`src/rtl/rr_req_arbiter.sv`:
```
// Purpose:      round-robin arbiter funnelling NUM_REQ requesters onto one datapath, routing in-order responses back by tag.
// Latency:      grant and capture in cycle 0, dut_req_valid_o from cycle 1; response routed combinationally in its arrival cycle.
// Backpressure: dut_req_ready_i low holds the captured request; no captures while MAX_OUTST requests are in flight.
//
// Ports:
//   clk_i, rstn_i                       clock, asynchronous active-low reset
//   req_valid_i / req_data_i / req_ready_o   per-requester request side (ready is one-hot or zero)
//   dut_req_valid_o / dut_req_data_o / dut_req_ready_i   request toward the shared datapath
//   dut_resp_valid_i / dut_resp_data_i   in-order datapath response, never stalled
//   resp_valid_o / resp_data_o           routed response (valid one-hot or zero, data shared)
//   err_o                                sticky: response arrived with nothing in flight

// Tag FIFO: in-order store of grant ids.
// Latency:      head valid the cycle after push; pop takes effect at the clock edge.
// Backpressure: push ignored when full, pop ignored when empty.
module rr_tag_fifo #(
    parameter  int WIDTH = 2,
    parameter  int DEPTH = 4,
    localparam int PTR_W = (DEPTH > 1) ? $clog2(DEPTH) : 1,
    localparam int CNT_W = $clog2(DEPTH + 1)
) (
    input  logic             clk_i,
    input  logic             rstn_i,
    input  logic             push_vld,
    input  logic [WIDTH-1:0] push_dat,
    input  logic             pop_vld,
    output logic [WIDTH-1:0] head_dat,
    output logic [CNT_W-1:0] count
);

    logic [WIDTH-1:0] mem [DEPTH];
    logic [PTR_W-1:0] wr_ptr;
    logic [PTR_W-1:0] rd_ptr;
    logic             do_push;
    logic             do_pop;

    assign do_push  = push_vld && (count != CNT_W'(DEPTH));
    assign do_pop   = pop_vld && (count != '0);
    assign head_dat = mem[rd_ptr];

    // Pointers wrap explicitly so DEPTH need not be a power of two.
    function automatic logic [PTR_W-1:0] ptr_inc(input logic [PTR_W-1:0] p);
        return (p == PTR_W'(DEPTH - 1)) ? '0 : p + PTR_W'(1);
    endfunction

    always_ff @(posedge clk_i or negedge rstn_i) begin
        if (!rstn_i) begin
            for (int i = 0; i < DEPTH; i++) begin
                mem[i] <= '0;
            end
            wr_ptr <= '0;
            rd_ptr <= '0;
            count  <= '0;
        end else begin
            if (do_push) begin
                mem[wr_ptr] <= push_dat;
                wr_ptr      <= ptr_inc(wr_ptr);
            end
            if (do_pop) begin
                rd_ptr <= ptr_inc(rd_ptr);
            end
            case ({do_push, do_pop})
                2'b10:   count <= count + CNT_W'(1);
                2'b01:   count <= count - CNT_W'(1);
                default: count <= count;
            endcase
        end
    end

endmodule

module rr_req_arbiter #(
    parameter int NUM_REQ   = 4,
    parameter int DATA_SIZE = 16,
    parameter int MAX_OUTST = 4
) (
    input  logic                           clk_i,
    input  logic                           rstn_i,
    input  logic [NUM_REQ-1:0]             req_valid_i,
    input  logic [NUM_REQ*DATA_SIZE-1:0]   req_data_i,
    output logic [NUM_REQ-1:0]             req_ready_o,
    output logic                           dut_req_valid_o,
    output logic [DATA_SIZE-1:0]           dut_req_data_o,
    input  logic                           dut_req_ready_i,
    input  logic                           dut_resp_valid_i,
    input  logic [DATA_SIZE-1:0]           dut_resp_data_i,
    output logic [NUM_REQ-1:0]             resp_valid_o,
    output logic [DATA_SIZE-1:0]           resp_data_o,
    output logic                           err_o
);

    localparam int ID_W  = $clog2(NUM_REQ);
    localparam int CNT_W = $clog2(MAX_OUTST + 1);

    typedef enum logic {
        IDLE = 1'b0,
        HOLD = 1'b1
    } state_t;

    state_t               state;
    state_t               state_nxt;
    logic [ID_W-1:0]      last_grant;
    logic [ID_W-1:0]      grant_id;
    logic [ID_W-1:0]      winner;
    logic                 found;
    logic [DATA_SIZE-1:0] hold_data;
    logic [CNT_W-1:0]     outst;
    logic [ID_W-1:0]      tag_head;
    logic                 credit_ok;
    logic                 capture;
    logic                 handshake;
    logic                 resp_fire;
    logic                 resp_orphan;

    // Round-robin search starting one past the last completed grant.
    always_comb begin
        logic [ID_W-1:0] idx;
        winner = '0;
        found  = 1'b0;
        idx    = '0;
        for (int i = 1; i <= NUM_REQ; i++) begin
            idx = ID_W'((int'(last_grant) + i) % NUM_REQ);
            if (!found && req_valid_i[idx]) begin
                winner = idx;
                found  = 1'b1;
            end
        end
    end

    assign credit_ok = (outst != CNT_W'(MAX_OUTST));
    // rstn_i gating keeps every output at zero while reset is held.
    assign capture     = rstn_i && (state == IDLE) && found && credit_ok;
    assign handshake   = (state == HOLD) && dut_req_ready_i;
    assign resp_fire   = rstn_i && dut_resp_valid_i && (outst != '0);
    assign resp_orphan = dut_resp_valid_i && (outst == '0);

    // FSM: state register
    always_ff @(posedge clk_i or negedge rstn_i) begin
        if (!rstn_i) begin
            state <= IDLE;
        end else begin
            state <= state_nxt;
        end
    end

    // FSM: next state
    always_comb begin
        state_nxt = state;
        case (state)
            IDLE:    if (capture)   state_nxt = HOLD;
            HOLD:    if (handshake) state_nxt = IDLE;
            default: state_nxt = IDLE;
        endcase
    end

    // FSM: outputs
    always_comb begin
        req_ready_o     = '0;
        dut_req_valid_o = 1'b0;
        if (capture) begin
            req_ready_o = NUM_REQ'(1) << winner;
        end
        if (state == HOLD) begin
            dut_req_valid_o = 1'b1;
        end
    end

    assign dut_req_data_o = hold_data;

    // Datapath: captured request, grant bookkeeping, sticky error.
    always_ff @(posedge clk_i or negedge rstn_i) begin
        if (!rstn_i) begin
            hold_data  <= '0;
            grant_id   <= '0;
            last_grant <= ID_W'(NUM_REQ - 1);
            err_o      <= 1'b0;
        end else begin
            if (capture) begin
                hold_data <= req_data_i[winner*DATA_SIZE +: DATA_SIZE];
                grant_id  <= winner;
            end
            // Pointer moves only once the datapath has taken the request.
            if (handshake) begin
                last_grant <= grant_id;
            end
            if (resp_orphan) begin
                err_o <= 1'b1;
            end
        end
    end

    // The FIFO occupancy is the in-flight count; push and pop in one cycle cancel.
    rr_tag_fifo #(
        .WIDTH (ID_W),
        .DEPTH (MAX_OUTST)
    ) u_tag_fifo (
        .clk_i    (clk_i),
        .rstn_i   (rstn_i),
        .push_vld (capture),
        .push_dat (winner),
        .pop_vld  (resp_fire),
        .head_dat (tag_head),
        .count    (outst)
    );

    assign resp_valid_o = resp_fire ? (NUM_REQ'(1) << tag_head) : '0;
    assign resp_data_o  = resp_fire ? dut_resp_data_i : '0;

endmodule

```
`config.mk`:
```
export PLATFORM = sky130hd
export DESIGN_NAME = rr_req_arbiter
export DESIGN_NICKNAME = d
export VERILOG_FILES = /design/src/rtl/rr_req_arbiter.sv
export SDC_FILE = /design/constraint.sdc
export NUM_CORES = 1
export LEC_CHECK = 0
export CAP_MARGIN = 40
export CELL_PAD_IN_SITES_DETAIL_PLACEMENT = 0
export CELL_PAD_IN_SITES_GLOBAL_PLACEMENT = 1
export CORE_MARGIN = 3
export CORE_UTILIZATION = 51
export CTS_BUF_LIST = sky130_fd_sc_hd__clkbuf_8
export CTS_CLUSTER_DIAMETER = 200
export DETAILED_ROUTE_END_ITERATION = 10
export DONT_BUFFER_PORTS = 1
export HOLD_SLACK_MARGIN = 0.1
export PLACE_DENSITY_LB_ADDON = 0.1
export SYNTH_ARGS = -nofsm -noshare
export SYNTH_HDL_FRONTEND = slang
export SYNTH_HIERARCHICAL = 1
export SYNTH_SLANG_ARGS = --single-unit
```
`constraint.sdc`:
```
create_clock -name clk_i -period 6.1 [get_ports clk_i]
set_input_delay 1.22 -clock clk_i [delete_from_list [all_inputs] [get_ports clk_i]]
set_output_delay 1.22 -clock clk_i [all_outputs]
set_load 0.03 [all_outputs]
```
; After elaboration in Yosys (flattened, before gate mapping)
; Cells that the tools add are included.
[word_totals]
register_bits = 37
in_bits = 88
output_inout_bits = 42
word_cells = 89
[classes]
addsub = 8
n_lt_le_gt_ge = 7
eq_ne = 5
shifts = 3
n_mux = 32
bitwise = 3
n_reduce_logical = 19
[op_table]
columns = operator, count
row1 = variable part select 64 x 7 -> 16 bit, 1
row2 = 2-to-1 mux 2 bit, 9
row3 = 2-to-1 mux 16 bit, 1
row4 = logical AND 1 bit, 13
row5 = "less-than comparator 2 x 3 -> 1 bit, second input constant", 4
row6 = 2-to-1 mux 1 bit, 11
row7 = "adder 2 x 1 -> 2 bit, second input constant", 4
row8 = binary-select mux 1 bit (select 2 bit), 4
row9 = bitwise mux 8 bit, 1
row10 = 2-to-1 mux 4 bit, 2
row11 = "<< shifter 1 x 2 -> 4 bit, first input constant", 2
row12 = "== test 2 bit, second input constant", 3
row13 = ">= comparator 3 bit, second input constant", 2
row14 = inverter 2 -> 3 bit, 2
row15 = case mux 3 bit (2 select lines), 1
row16 = "adder 2 bit, second input constant", 2
row17 = binary-select mux 2 bit (select 2 bit), 1
row18 = demux 2 bit (select 2 bit), 1
row19 = "adder 3 x 1 -> 3 bit, second input constant", 1
row20 = logical NOT 1 bit, 3
row21 = logical NOT 3 bit, 1
row22 = "less-than comparator 3 x 1 -> 1 bit, second input constant", 1
row23 = "inequality test 3 bit, second input constant", 1
row24 = nonzero test 3 bit, 1
row25 = other kinds (5), 5

; Logic depth before layout (Yosys ltp)
[depth]
word_depth = 18
ltp_mapped = 11
mapped_depth_nobuf = 10

; Modules after synthesis
; The synthesis kept the hierarchy.
[by_module_without_submodules]
columns = module, instances, cells_per_inst, area_per_inst_um2, seq_area_each_um2
row1 = rr_req_arbiter, 1, 176, 1617.8, 553.0
row2 = rr_tag_fifo, 1, 60, 810.8, 375.4

; Worst setup path before layout
; OpenSTA, ideal clock, no wires.
[synth_path]
path_kind = in2out
startpoint = in req_valid_i[3]
endpoint = out req_ready_o[0]
arrival_time_ns = 2.807
required_ns = 4.880
slack_ns = 2.073
path_stages = 7
path_buffers = 2
cell_sequence = nor2b_1 o21a_1 buf_2 nor3_4 buf_2 inv_1 nor2_1
[synth_between]
elab_cells_between_ends = 26
cone_classes = shift: 1 / mux: 17 / reduce/logical: 8
[synth_rtl]
columns = item, line_no
row1 = start: declaration, 79  ; input logic [NUM_REQ-1:0] req_valid_i,
row2 = binary-select mux 1 bit (select 2 bit), 123  ; if (!found && req_valid_i[idx]) begin
row3 = 2-to-1 mux 1 bit (implied by the code), 123
row4 = 2-to-1 mux 1 bit, 123
row5 = logical NOT 1 bit, 123
row6 = logical AND 1 bit, 123
row7 = 2-to-1 mux 1 bit, 123
row8 = logical NOT 1 bit, 123
row9 = logical AND 1 bit, 123
row10 = 2-to-1 mux 1 bit, 123
row11 = logical NOT 1 bit, 123
row12 = logical AND 1 bit, 123
row13 = 2-to-1 mux 2 bit *, 123
row14 = net winner[0], 104  ; logic [ID_W-1:0] winner;
row15 = << shifter 1 x 2 -> 4 bit *, 161  ; req_ready_o = NUM_REQ'(1) << winner;
row16 = 2-to-1 mux 4 bit *, 160  ; if (capture) begin
row17 = end: declaration, 81  ; output logic [NUM_REQ-1:0] req_ready_o,
; The timed path passes the listed nets; every way through them passes the cells marked *. The select of a mux whose other input is x is not followed.

; Worst setup path in the final report
; Same ends and word-level chain as after synthesis.

==> results.cfg <==
[floorplan]
dieArea_um2 = 5630
die_y_um = 75.0
die_w_um = 75.0
pin_count = 130
start_util_pct = 54.3
core.rowCount = 24
coreArea_um2 = 4470

[placed_design]
gp_congestion = 0.901
preCtsSetupSlack_ns = 1.53
post-place-cells = 278
dp_hpwl_um = 4740
numPortBuffers = 0

[layout]
syn_to_final_growth_pct = 5.92
n_antenna_cell = 0
nFillCells = 403
seqCellArea_um2 = 928
multiInputGateArea_um2 = 1400
stdcell_count = 286
num-nets-final = 328
layout-drive-gt1-share_pct = 16.7

[hold_path]
min_path_cells = 1
hold_start = grant_id[1]
hp-class = flip-flop to flip-flop

[route]
drc = 0
routed_wl_um = 6080
vias_per_cell = 6.42
drt_iter0_markers = 121
antenna_left = 0
dr.pass1.iters = 4
wl_per_cell_um = 21.3
num_vias = 1836

[grt]
grt_pass1_vias = 1814
antenna_found_initial = 0
grt_start_max_net_pins = 40
grtUsageTotal_pct = 22.2
grt_pass1_wl_um = 9320
grt_remaining_overflow = 0

[timing]
setup_viol = 0
setup-tns-final_ns = 0
min_period_ns = 4.57
worst_slack_ns = 1.53
worstMarginPinSlew_ns = 0.784
rsz0062_at_grt = no
hold_viol = 0
drv_slew = 0
slew_headroom_pct = 47.7
finalCritPeriodShare_pct = 75.0
timing.fmax_mhz = 219
fin_worst_skew_ns = 0.00827

[clocking]
cts_tree = done
clkTransAtPathRegs_ns = 0.08
worstSkewPairLatency_ns = 0.29
cts_buffer_depth = 2
root_buffer = clkbuf_8
cts_sinks = 37
cts_resized = 0
cts_made_buffers = 5
cts_hold_buf = 0
postCtsSetupBuffers = 0
ctsHtreeMaxLevel = 2

[worst_setup_path]
critical_path.top_delay_family = simple AND/OR/NAND/NOR gates
cp.required_ns = 4.88
critPathCaptureType = output pin
cp_slowest_cell = nor3_4
path_buf_inv = 2
arrival_ns = 3.35
rrSetupSlack_ns = 3.29
cp.depth = 6
r2r_end = dut_req_data_o[9]
worstSetupPathType = input pin to output pin
critPathCapture = req_ready_o[0]
start_kind = input pin
max_stage_delay_ns = 0.62
r2r_start = last_grant[0]
critPathMaxFanout = 17
r2r_cells = 6
startpoint = req_valid_i[3]
crit_chain = nor2b_1 > o21a_1 > nor3_4 > buf_4 > inv_1 > nor2_1

[synthesis]
synthTopCellsByArea = dfrtp_1 (36%), a211oi_1 (4.9%), and2_1 (4.6%)
avgSynthCellArea_um2 = 10.3
synth_top_area_share_pct = 36.1
netlist_area_um2 = 2430
synth_warnings = 6
ys_types = 48
synth-seq-cells = 37
synth_largest_area_cell = dfrtp_1
syn-num-nets = 331
yosysSeqAreaShare_pct = 38.2
syn_inst = 236

[pwr]
power_density_nw_per_um2 = 538
p_leak_nw = 1.09
ir_worst_vdd_uv = 209

[run]
cap_violations = 0

[run_status]
status = finished, final reports clean
## kinds of logic (layout without fill, tap and decap cells)
family | after synthesis | in the layout | share of synthesized area [%]
DFF | 37 | 37 | 38.2
xor gates and xnor gates | 3 | 3 | 1.08
muxes | 32 | 32 | 15.6
AOI/OAI and AO/OA | 63 | 63 | 19.6
adders and majority gates | 7 | 7 | 3.92
and+or+nand+nor | 71 | 71 | 17.5
buffers and inverters | 23 | 21 | 4.07
## cell usage after synthesis (all sizes together)
master / number
xnor2: 1
o21bai: 1
o21ai: 6
mux2i: 9
dfrtp: 35
inv: 10
and3: 2
nand4: 8
nand2b: 4
a21o: 3
dfstp: 2
and2: 18
buf: 6
a211oi: 16
or3: 2
mux4: 2
a221o: 8
o22ai: 1
clkbuf: 7
nor3: 3
fa: 1
nor2b: 2
a21oi: 9
and3b: 1
nand2: 7
nor3b: 3
ha: 6
mux2: 21
nor4: 1
o31a: 8
xor2: 2
o21a: 2
nor2: 20
o31ai: 9
## worst reg2reg max path: cells and delay by family, from the launching register on
family / cells / cell delay (ns)
and+or+nand+nor: 2 / 0.70
buffers and inverters: 1 / 0.35
DFF: 1 / 0.56
AOI/OAI and AO/OA: 2 / 0.73
muxes: 1 / 0.36
## layer usage
layer	up-vias	track usage, %	wire length [µm]
met5	-	0	0
met2	70	36.3	3130
li1	872	-	-
met1	892	27.4	2520
met3	2	7.21	400
met4	0	8.10	31
## state kept, by name, summed over array words and instances (netlist names)
register	flops
err_o	1
grant_id	2
dut_req_data_o	16
u_tag_fifo/wr_ptr	2
state	1
last_grant	2
u_tag_fifo/count	3
u_tag_fifo/rd_ptr	2
u_tag_fifo/mem	8
## power by group
part | total [W] | internal (W) | switching, W
Sequential | 0.000594 | 0.000371 | 0.000223
Clock | 0.000224 | 0.000133 | 0.0000906
Combinational | 0.000566 | 0.000254 | 0.000312
## worst min-delay path by stage
stage | slack, ns | endpoint
2_1_floorplan | 0.45 | grant_id[1]
3_3_place_gp | 0.46 | grant_id[1]
3_5_place_dp | 0.48 | grant_id[1]
4_1_cts | 0.49 | grant_id[1]
5_1_grt | 0.51 | grant_id[1]
6_report | 0.49 | grant_id[1]
## metrics by stage
step	hold slack [ns]	utilization, %	total power (W)	cell area [µm²]
after floorplan	0.446	-	0.00105	2430
after global placement	0.455	54.7	0.00114	2450
after detailed placement	0.475	54.8	0.00117	2450
after CTS	0.493	57.5	0.00140	2570
after global routing	0.513	57.5	0.00148	2570
final	0.488	57.5	0.00138	2570
## layout by cell type (no fill, tap or decap), types with 4 or more instances in the layout
cell type	synthesis	routed
a211oi_1	16	16
a21oi_1	8	8
a221o_1	8	8
and2_1	18	18
clkbuf_8	0	6
dfrtp_1	35	35
ha_1	6	6
inv_1	9	9
mux2_1	9	9
mux2_2	10	10
mux2i_1	9	9
nand2_1	7	7
nand4_1	8	8
nor2_1	16	16
nor2_2	4	4
o21ai_0	4	4
o31a_1	8	8
o31ai_1	8	8
## layout make-up
cell class              instances  share of cell area, %
clock buffers                   6                   3.21
clock inverters                 2                   1.46
inverters                      10                   1.46
multi-input cells             176                   54.5
flip-flops and latches         37                   36.1
well taps                      52                   2.53
repair buffers                  3                  0.778
Note: power is estimated with default switching activity, not from simulation.
